===== config.mk =====
export PLATFORM = sky130hd
export DESIGN_NAME = lcd_fb_addr_ctrl
export DESIGN_NICKNAME = d
export VERILOG_FILES = /design/src/rtl/lcd_pkg.sv /design/src/rtl/lcd_win_counter.sv /design/src/rtl/lcd_fb_addr_ctrl.sv
export SDC_FILE = /design/constraint.sdc
export NUM_CORES = 1
export LEC_CHECK = 0
export CAP_MARGIN = 20
export CORE_ASPECT_RATIO = 1.4
export CORE_UTILIZATION = 53
export CTS_CLUSTER_DIAMETER = 120
export DETAILED_ROUTE_END_ITERATION = 10
export PLACE_DENSITY = 0.85
export SETUP_SLACK_MARGIN = 0.4
export SYNTH_ARGS = -nofsm -noshare
export SYNTH_HDL_FRONTEND = slang
export SYNTH_SLANG_ARGS = --single-unit

===== constraint.sdc =====
create_clock -name i_clk -period 3 [get_ports i_clk]
set_input_delay 0.6 -clock i_clk [delete_from_list [all_inputs] [get_ports i_clk]]
set_output_delay 0.6 -clock i_clk [all_outputs]
set_load 0.005 [all_outputs]

===== src/rtl/lcd_pkg.sv =====
`default_nettype none
// +-----------------------------------------------------------------------+
// | lcd_pkg: LCD controller command codes and window type                 |
// | Rev 1.0                                                               |
// +-----------------------------------------------------------------------+
package lcd_pkg;

  localparam logic [7:0] CMD_SWRESET = 8'h01;
  localparam logic [7:0] CMD_CASET   = 8'h2A;
  localparam logic [7:0] CMD_PASET   = 8'h2B;
  localparam logic [7:0] CMD_RAMWR   = 8'h2C;

  typedef struct packed {
    logic [15:0] xs;
    logic [15:0] xe;
    logic [15:0] ys;
    logic [15:0] ye;
  } win_t;

  function automatic win_t win_reset(input int unsigned h, input int unsigned v);
    win_t w;
    w.xs = '0;
    w.xe = 16'(h - 1);
    w.ys = '0;
    w.ye = 16'(v - 1);
    return w;
  endfunction

endpackage
`default_nettype wire


===== src/rtl/lcd_win_counter.sv =====
`default_nettype none
// +-----------------------------------------------------------------------+
// | lcd_win_counter: column/page counters with window wrap and row base   |
// | Rev 1.0                                                               |
// +-----------------------------------------------------------------------+
module lcd_win_counter
  import lcd_pkg::*;
#(
  parameter int H_RES  = 320,
  parameter int ADDR_W = 17
) (
  input  logic              i_clk,
  input  logic              i_rst_n,
  input  logic              i_clear,
  input  logic              i_start,
  input  logic              i_advance,
  input  win_t              i_win,
  input  logic [ADDR_W-1:0] i_ys_base,
  output logic [15:0]       o_x,
  output logic [15:0]       o_y,
  output logic [ADDR_W-1:0] o_row_base
);

  logic [15:0]       x_q, x_d;
  logic [15:0]       y_q, y_d;
  logic [ADDR_W-1:0] row_base_q, row_base_d;

  // row_base tracks y*H_RES incrementally so no per-pixel multiply is needed
  always_comb begin
    x_d        = x_q;
    y_d        = y_q;
    row_base_d = row_base_q;
    if (i_clear) begin
      x_d        = '0;
      y_d        = '0;
      row_base_d = '0;
    end else if (i_start) begin
      x_d        = i_win.xs;
      y_d        = i_win.ys;
      row_base_d = i_ys_base;
    end else if (i_advance) begin
      if (x_q == i_win.xe) begin
        x_d = i_win.xs;
        if (y_q == i_win.ye) begin
          y_d        = i_win.ys;
          row_base_d = i_ys_base;
        end else begin
          y_d        = y_q + 16'd1;
          row_base_d = row_base_q + ADDR_W'(H_RES);
        end
      end else begin
        x_d = x_q + 16'd1;
      end
    end
  end

  always_ff @(posedge i_clk) begin
    if (!i_rst_n) begin
      x_q        <= '0;
      y_q        <= '0;
      row_base_q <= '0;
    end else begin
      x_q        <= x_d;
      y_q        <= y_d;
      row_base_q <= row_base_d;
    end
  end

  assign o_x        = x_q;
  assign o_y        = y_q;
  assign o_row_base = row_base_q;

endmodule
`default_nettype wire


===== src/rtl/lcd_fb_addr_ctrl.sv =====
`default_nettype none
// +-----------------------------------------------------------------------+
// | lcd_fb_addr_ctrl: command/parameter decode and frame-buffer writer    |
// | Rev 1.0                                                               |
// +-----------------------------------------------------------------------+
module lcd_fb_addr_ctrl
  import lcd_pkg::*;
#(
  parameter int H_RES  = 320,
  parameter int V_RES  = 240,
  parameter int ADDR_W = 17
) (
  input  logic              i_clk,
  input  logic              i_rst_n,
  input  logic              i_lcd_rst_n,
  input  logic [7:0]        i_command,
  input  logic              i_command_latch,
  input  logic [7:0]        i_param,
  input  logic              i_param_latch,
  input  logic [15:0]       i_rgb565,
  input  logic              i_rgb565_latch,
  output logic              o_fb_valid,
  input  logic              i_fb_ready,
  output logic [ADDR_W-1:0] o_fb_addr,
  output logic [15:0]       o_fb_data,
  output logic              o_overflow
);

  logic w_rst_n;
  assign w_rst_n = i_rst_n & i_lcd_rst_n;

  logic [7:0]        cur_cmd_q, cur_cmd_d;
  logic [2:0]        param_idx_q, param_idx_d;
  logic [23:0]       shadow_q, shadow_d;
  win_t              win_q, win_d;
  logic [ADDR_W-1:0] ys_base_q, ys_base_d;
  logic              valid_q, valid_d;
  logic [ADDR_W-1:0] addr_q, addr_d;
  logic [15:0]       data_q, data_d;
  logic              ovf_q, ovf_d;

  logic              w_start, w_clear, w_emit;
  logic [31:0]       w_param_full;
  logic [15:0]       w_pstart, w_pend;
  logic [15:0]       w_x, w_y;
  logic [ADDR_W-1:0] w_row_base;

  assign w_param_full = {shadow_q, i_param};
  assign w_pstart     = w_param_full[31:16];
  assign w_pend       = w_param_full[15:0];
  assign w_emit       = i_rgb565_latch && (w_x < 16'(H_RES)) && (w_y < 16'(V_RES));

  always_comb begin
    cur_cmd_d   = cur_cmd_q;
    param_idx_d = param_idx_q;
    shadow_d    = shadow_q;
    win_d       = win_q;
    ys_base_d   = ys_base_q;
    valid_d     = valid_q;
    addr_d      = addr_q;
    data_d      = data_q;
    ovf_d       = ovf_q;
    w_start     = 1'b0;
    w_clear     = 1'b0;

    if (i_command_latch) begin
      cur_cmd_d   = i_command;
      param_idx_d = '0;
      if (i_command == CMD_RAMWR) begin
        w_start = 1'b1;
      end
      // soft reset keeps any pending write so the arbiter handshake is not broken
      if (i_command == CMD_SWRESET) begin
        w_clear   = 1'b1;
        win_d     = win_reset(H_RES, V_RES);
        ys_base_d = '0;
        ovf_d     = 1'b0;
      end
    end else if (i_param_latch && ((cur_cmd_q == CMD_CASET) || (cur_cmd_q == CMD_PASET))
                 && (param_idx_q < 3'd4)) begin
      shadow_d    = w_param_full[23:0];
      param_idx_d = param_idx_q + 3'd1;
      if ((param_idx_q == 3'd3) && (w_pstart <= w_pend)) begin
        if (cur_cmd_q == CMD_CASET) begin
          win_d.xs = w_pstart;
          win_d.xe = w_pend;
        end else begin
          win_d.ys  = w_pstart;
          win_d.ye  = w_pend;
          ys_base_d = ADDR_W'(w_pstart) * ADDR_W'(H_RES);
        end
      end
    end

    if (valid_q && !i_fb_ready) begin
      if (w_emit) begin
        ovf_d = 1'b1;
      end
    end else if (w_emit) begin
      valid_d = 1'b1;
      addr_d  = w_row_base + ADDR_W'(w_x);
      data_d  = i_rgb565;
    end else if (valid_q) begin
      valid_d = 1'b0;
    end
  end

  always_ff @(posedge i_clk) begin
    if (!w_rst_n) begin
      cur_cmd_q   <= 8'h00;
      param_idx_q <= '0;
      shadow_q    <= '0;
      win_q       <= win_reset(H_RES, V_RES);
      ys_base_q   <= '0;
      valid_q     <= 1'b0;
      addr_q      <= '0;
      data_q      <= '0;
      ovf_q       <= 1'b0;
    end else begin
      cur_cmd_q   <= cur_cmd_d;
      param_idx_q <= param_idx_d;
      shadow_q    <= shadow_d;
      win_q       <= win_d;
      ys_base_q   <= ys_base_d;
      valid_q     <= valid_d;
      addr_q      <= addr_d;
      data_q      <= data_d;
      ovf_q       <= ovf_d;
    end
  end

  lcd_win_counter #(
    .H_RES  (H_RES),
    .ADDR_W (ADDR_W)
  ) u_win_counter (
    .i_clk      (i_clk),
    .i_rst_n    (w_rst_n),
    .i_clear    (w_clear),
    .i_start    (w_start),
    .i_advance  (i_rgb565_latch),
    .i_win      (win_q),
    .i_ys_base  (ys_base_q),
    .o_x        (w_x),
    .o_y        (w_y),
    .o_row_base (w_row_base)
  );

  assign o_fb_valid = valid_q;
  assign o_fb_addr  = addr_q;
  assign o_fb_data  = data_q;
  assign o_overflow = ovf_q;

endmodule
`default_nettype wire


==> results.md <==
CTS:
- Counting every sink on the clock net gives 186.
- The number of clock buffers inserted by TritonCTS is 17.
- The H-tree was split into 4 levels.
- At the later pin of the worst-skew pair, clock insertion delay measures 0.45 ns.
- In this run the deepest clock path goes through 2 buffers.
- The total of hold buffers inserted after clock tree synthesis is 0.
- TritonCTS built the clock tree.
- The root buffer cell chosen for the clock tree is clkbuf_16.
- The clock transition at the register clock pins on the worst setup and hold paths after CTS is 0.08 ns.

Pwr:
- The total design power is 5.03 mW.
- For this design the ratio of total power to cell area is between 400 and 500 nW/um2.
- For this design the static power due to leakage is between 4 and 5 nW.
- VDD sags by at most between 0.3 and 0.4 mV.

Synth:
- Counting flops and latches in the post-synthesis netlist gives 186.
- Yosys mapped the design onto roughly 70 distinct sky130hd cell types.
- Each instance of the synthesized netlist takes up on average 7.98 um2.
- For this run, the register share of the synthesized area comes to 0.393.
- For this run, asynchronously set or reset flops after synthesis account for 0.
- Yosys mapped a number of flops with a built-in enable equal to 0.
- After synthesis, the cell types taking the most area are dfxtp_1, nand2_1, ha_1.
- The share of synthesized area in the top cell type comes to 0.393.
- The netlist area before placement is 9460 um2.
- The largest total area in the synthesized netlist belongs to dfxtp_1.
- Synthesis produced 1186 cells.
- The Yosys warning count is 0.
- The predominant post-synthesis flop cell is dfxtp_1.
- The number of nets in the synthesized netlist is 1273.

Timing:
- The sum of negative setup slack is 0 ns.
- Setup repair after global routing left no endpoint under its margin.
- The worst hold margin is 0.454 ns.
- The top achievable clock speed is 386 MHz.
- In the finished design, the share of the clock period the worst path needs comes to 0.864.
- Setup violations remaining at the end of the flow were counted as 0.
- The count of final hold-check violations is 0.
- The final clock skew is 0.0154 ns.
- The final critical path time including I/O delays and setup is 2.59 ns.
- In this run the tightest slew margin relative to its limit is 0.585.
- For the pin with the worst max-slew slack, the measured transition is 0.619 ns.
- The worst path setup slack after routing is 0.408 ns.
- The number of pins exceeding their max-slew limit in the final report was 0.

Floorplanning:
- The number of top-level pins is 74.
- In this run the horizontal extent of the chip is 115 um.
- The floorplan step defined a die boundary enclosing 18400 um2.
- The core area is 17400 um2.
- The height of the chip is 160 um.
- The initial core utilization is 0.544.
- After floorplanning, the core was divided into 57 placement rows.

Setup path:
- The data required time of the worst path is 3.39 ns.
- In this run the worst path has a maximum fanout of 16.
- Among all stages on the critical path, the largest delay is contributed by clkdlybuf4s50_1.
- The capturing element type of the critical path is a flop.
- Walking the worst path, the cells encountered are clkdlybuf4s50_1 > nor4b_2 > nand3_1 > buf_4 > a21boi_0 > a311oi_4 > buf_4 > clkbuf_16 > nand3_1 > o21ai_1.
- The category of the critical setup timing path is primary input to flop.
- The number of cells on the worst reg-to-reg path is 12.
- The endpoint of the worst register-to-register path is win_q[57]$_SDFFE_PN0P_.
- The critical path launch point type is a primary input.
- The internal reg-to-reg setup slack is 0.45 ns.
- The origin of the critical flop-to-flop path is shadow_q[5]$_SDFFE_PN0P_.
- The data arrival time of the critical path is 2.98 ns.
- The delay contributed by the slowest stage of the critical path is between 0.4 and 0.5 ns.

Cells and area:
- Summing all non-filler instances in the final layout gives an area of 11500 um2.
- In the final design database the tool counted 1359 nets.
- In the final layout, the share of cells above drive strength 1 is 0.117.
- The number of inserted diodes is 0.
- For this run, the share of the core covered by cells in the final layout is 0.662.
- Once layout is complete, the cells apart from fillers number 1521.
- Relative to the synthesized area, the layout overhead comes to 21.7%.

Routing:
- The DRC violation count after routing is 0.
- The via total after detailed routing is 9363.
- The first detailed-routing pass took 6 iterations.
- The first routing iteration left 1006 violations.
- The wire length reported by the detailed router is 28.7 mm.
- The routed wirelength normalized by instance count is 18.9 um.
- The antenna violation net count after detailed routing is 0.
- The detail-routed via count per cell is 6.16.

Run status:
- The run finished with clean final reports.

Placement:
- At the end of routability-driven placement, the weighted congestion stood at 0.955.
- The number of instances in the placed design is 1481.
- The placed instance area is 10700 um2.
- In this run the tool buffered the top-level ports with 73 buffer cells.
- After legalization and detailed placement, the total HPWL measured roughly 19 mm.
- The pre-CTS setup slack is -0.0535 ns.

Min path:
- The worst hold path was traced through 2 stages.
- The startpoint identified for the worst hold timing path is o_fb_addr[10]$_SDFFE_PN0P_.
- The classification of the worst-slack hold path is flop to flop.
- For hold timing, the worst endpoint is o_fb_addr[10]$_SDFFE_PN0P_.

GRT:
- The via count of the first global-routing pass is 8818.
- The total congestion overflow is 0.
- The global router's overall resource usage is 0.307.
- Entering global routing, the biggest net connects 76 pins.
- The number of antenna violations at the first check in global routing is 0.
- The first global-routing pass estimated 44.1 mm of wire.

Job:
- Max-cap violations in this run came to 0.
[final cells by class]
type | instances | area [um2]
clock buffer | 18 | 429
tap | 236 | 295
clock inverter | 14 | 156
inverter | 27 | 101
multi-input combinational | 891 | 5350
fill | 1403 | 5880
sequential | 186 | 3740
timing repair buffer | 149 | 1450
[metal layers]
layer  wire (um)  GRT usage
met5           0          0
met4        2100      0.213
met2       13800      0.513
met3        2390     0.0668
met1       10400      0.342
[power by group]
| part | internal [mW] | switching [mW] |
|---|---|---|
| clock | 1.18 | 1.06 |
| sequential | 2.48 | 0.0118 |
| combinational | 0.128 | 0.168 |
| total | 3.79 | 1.24 |
[registers in the layout (all words and copies together) (netlist names), 9 cells and up]
register	flops
shadow_q	24
o_fb_addr	17
o_fb_data	16
u_win_counter.o_row_base	11
u_win_counter.o_y	16
ys_base_q	9
u_win_counter.o_x	16
win_q	64
[cells in the mapped netlist, types with 11 or more instances]
| master | count |
|---|---|
| xor2_1 | 12 |
| nand3_1 | 80 |
| xnor2_1 | 43 |
| o21ai_1 | 61 |
| a21o_1 | 12 |
| o22ai_1 | 11 |
| nor2_1 | 73 |
| o21ai_0 | 34 |
| a211oi_1 | 17 |
| a21oi_1 | 104 |
| mux2i_1 | 13 |
| inv_1 | 27 |
| clkbuf_1 | 44 |
| ha_1 | 47 |
| nand4_1 | 28 |
| dfxtp_1 | 186 |
| nand2_1 | 196 |
| a31oi_1 | 11 |
| buf_2 | 25 |
| nand2b_1 | 11 |
| nor4_1 | 12 |
| nor3_1 | 25 |
[how the worst max path moves through the flow]
stage	startpoint	end	slack (ns)
4_1_cts	i_param[7]	win_q[43]$_SDFFE_PN0P_	0.36
3_3_place_gp	i_param[5]	win_q[40]$_SDFFE_PN1P_	-0.006
3_5_place_dp	i_param[2]	win_q[36]$_SDFFE_PN1P_	-0.05
5_1_grt	i_command[2]	win_q[57]$_SDFFE_PN0P_	0.35
2_1_floorplan	i_param[5]	win_q[4]$_SDFFE_PN0P_	0.55
6_report	i_command[2]	win_q[57]$_SDFFE_PN0P_	0.41
[worst max-delay path: cells and delay by family]
kind                   cells  cell delay (ns)
buffers and inverters      4             1.07
AO/OA/AOI/OAI              3             0.67
AND/OR/NAND/NOR            3             0.64
[cell families (layout without fill, tap and decap cells)]
kind of cell / count (synthesis) / after routing / share of synthesized area
and+or+nand+nor: 481 / 481 / 0.243
muxes: 14 / 14 / 0.0149
AOI/OAI and AO/OA: 292 / 292 / 0.183
adders and majority gates: 48 / 48 / 0.0643
DFF: 186 / 186 / 0.393
xor gates and xnor gates: 55 / 55 / 0.0509
other: 1 / 1 / 0.000396
buffers and inverters: 109 / 208 / 0.0501
[cell usage in the layout, fill, tap and decap left out, drive strengths merged, types with 34 or more instances in the layout]
master and instances:
ha 47, clkdlybuf4s50 66, buf 73, nor2 75
dfxtp 186, nand2 196, o21ai 95, inv 34
a21oi 104, nand3 80, xnor2 43
[what timing repair did]
item                       4_1_cts  5_1_grt
gates resized for setup          5       33
setup endpoints to repair       37       75
cloned                           1        3
setup buffers                    1        3
pin swaps                        1        6
(Power assumes the default switching activity.)
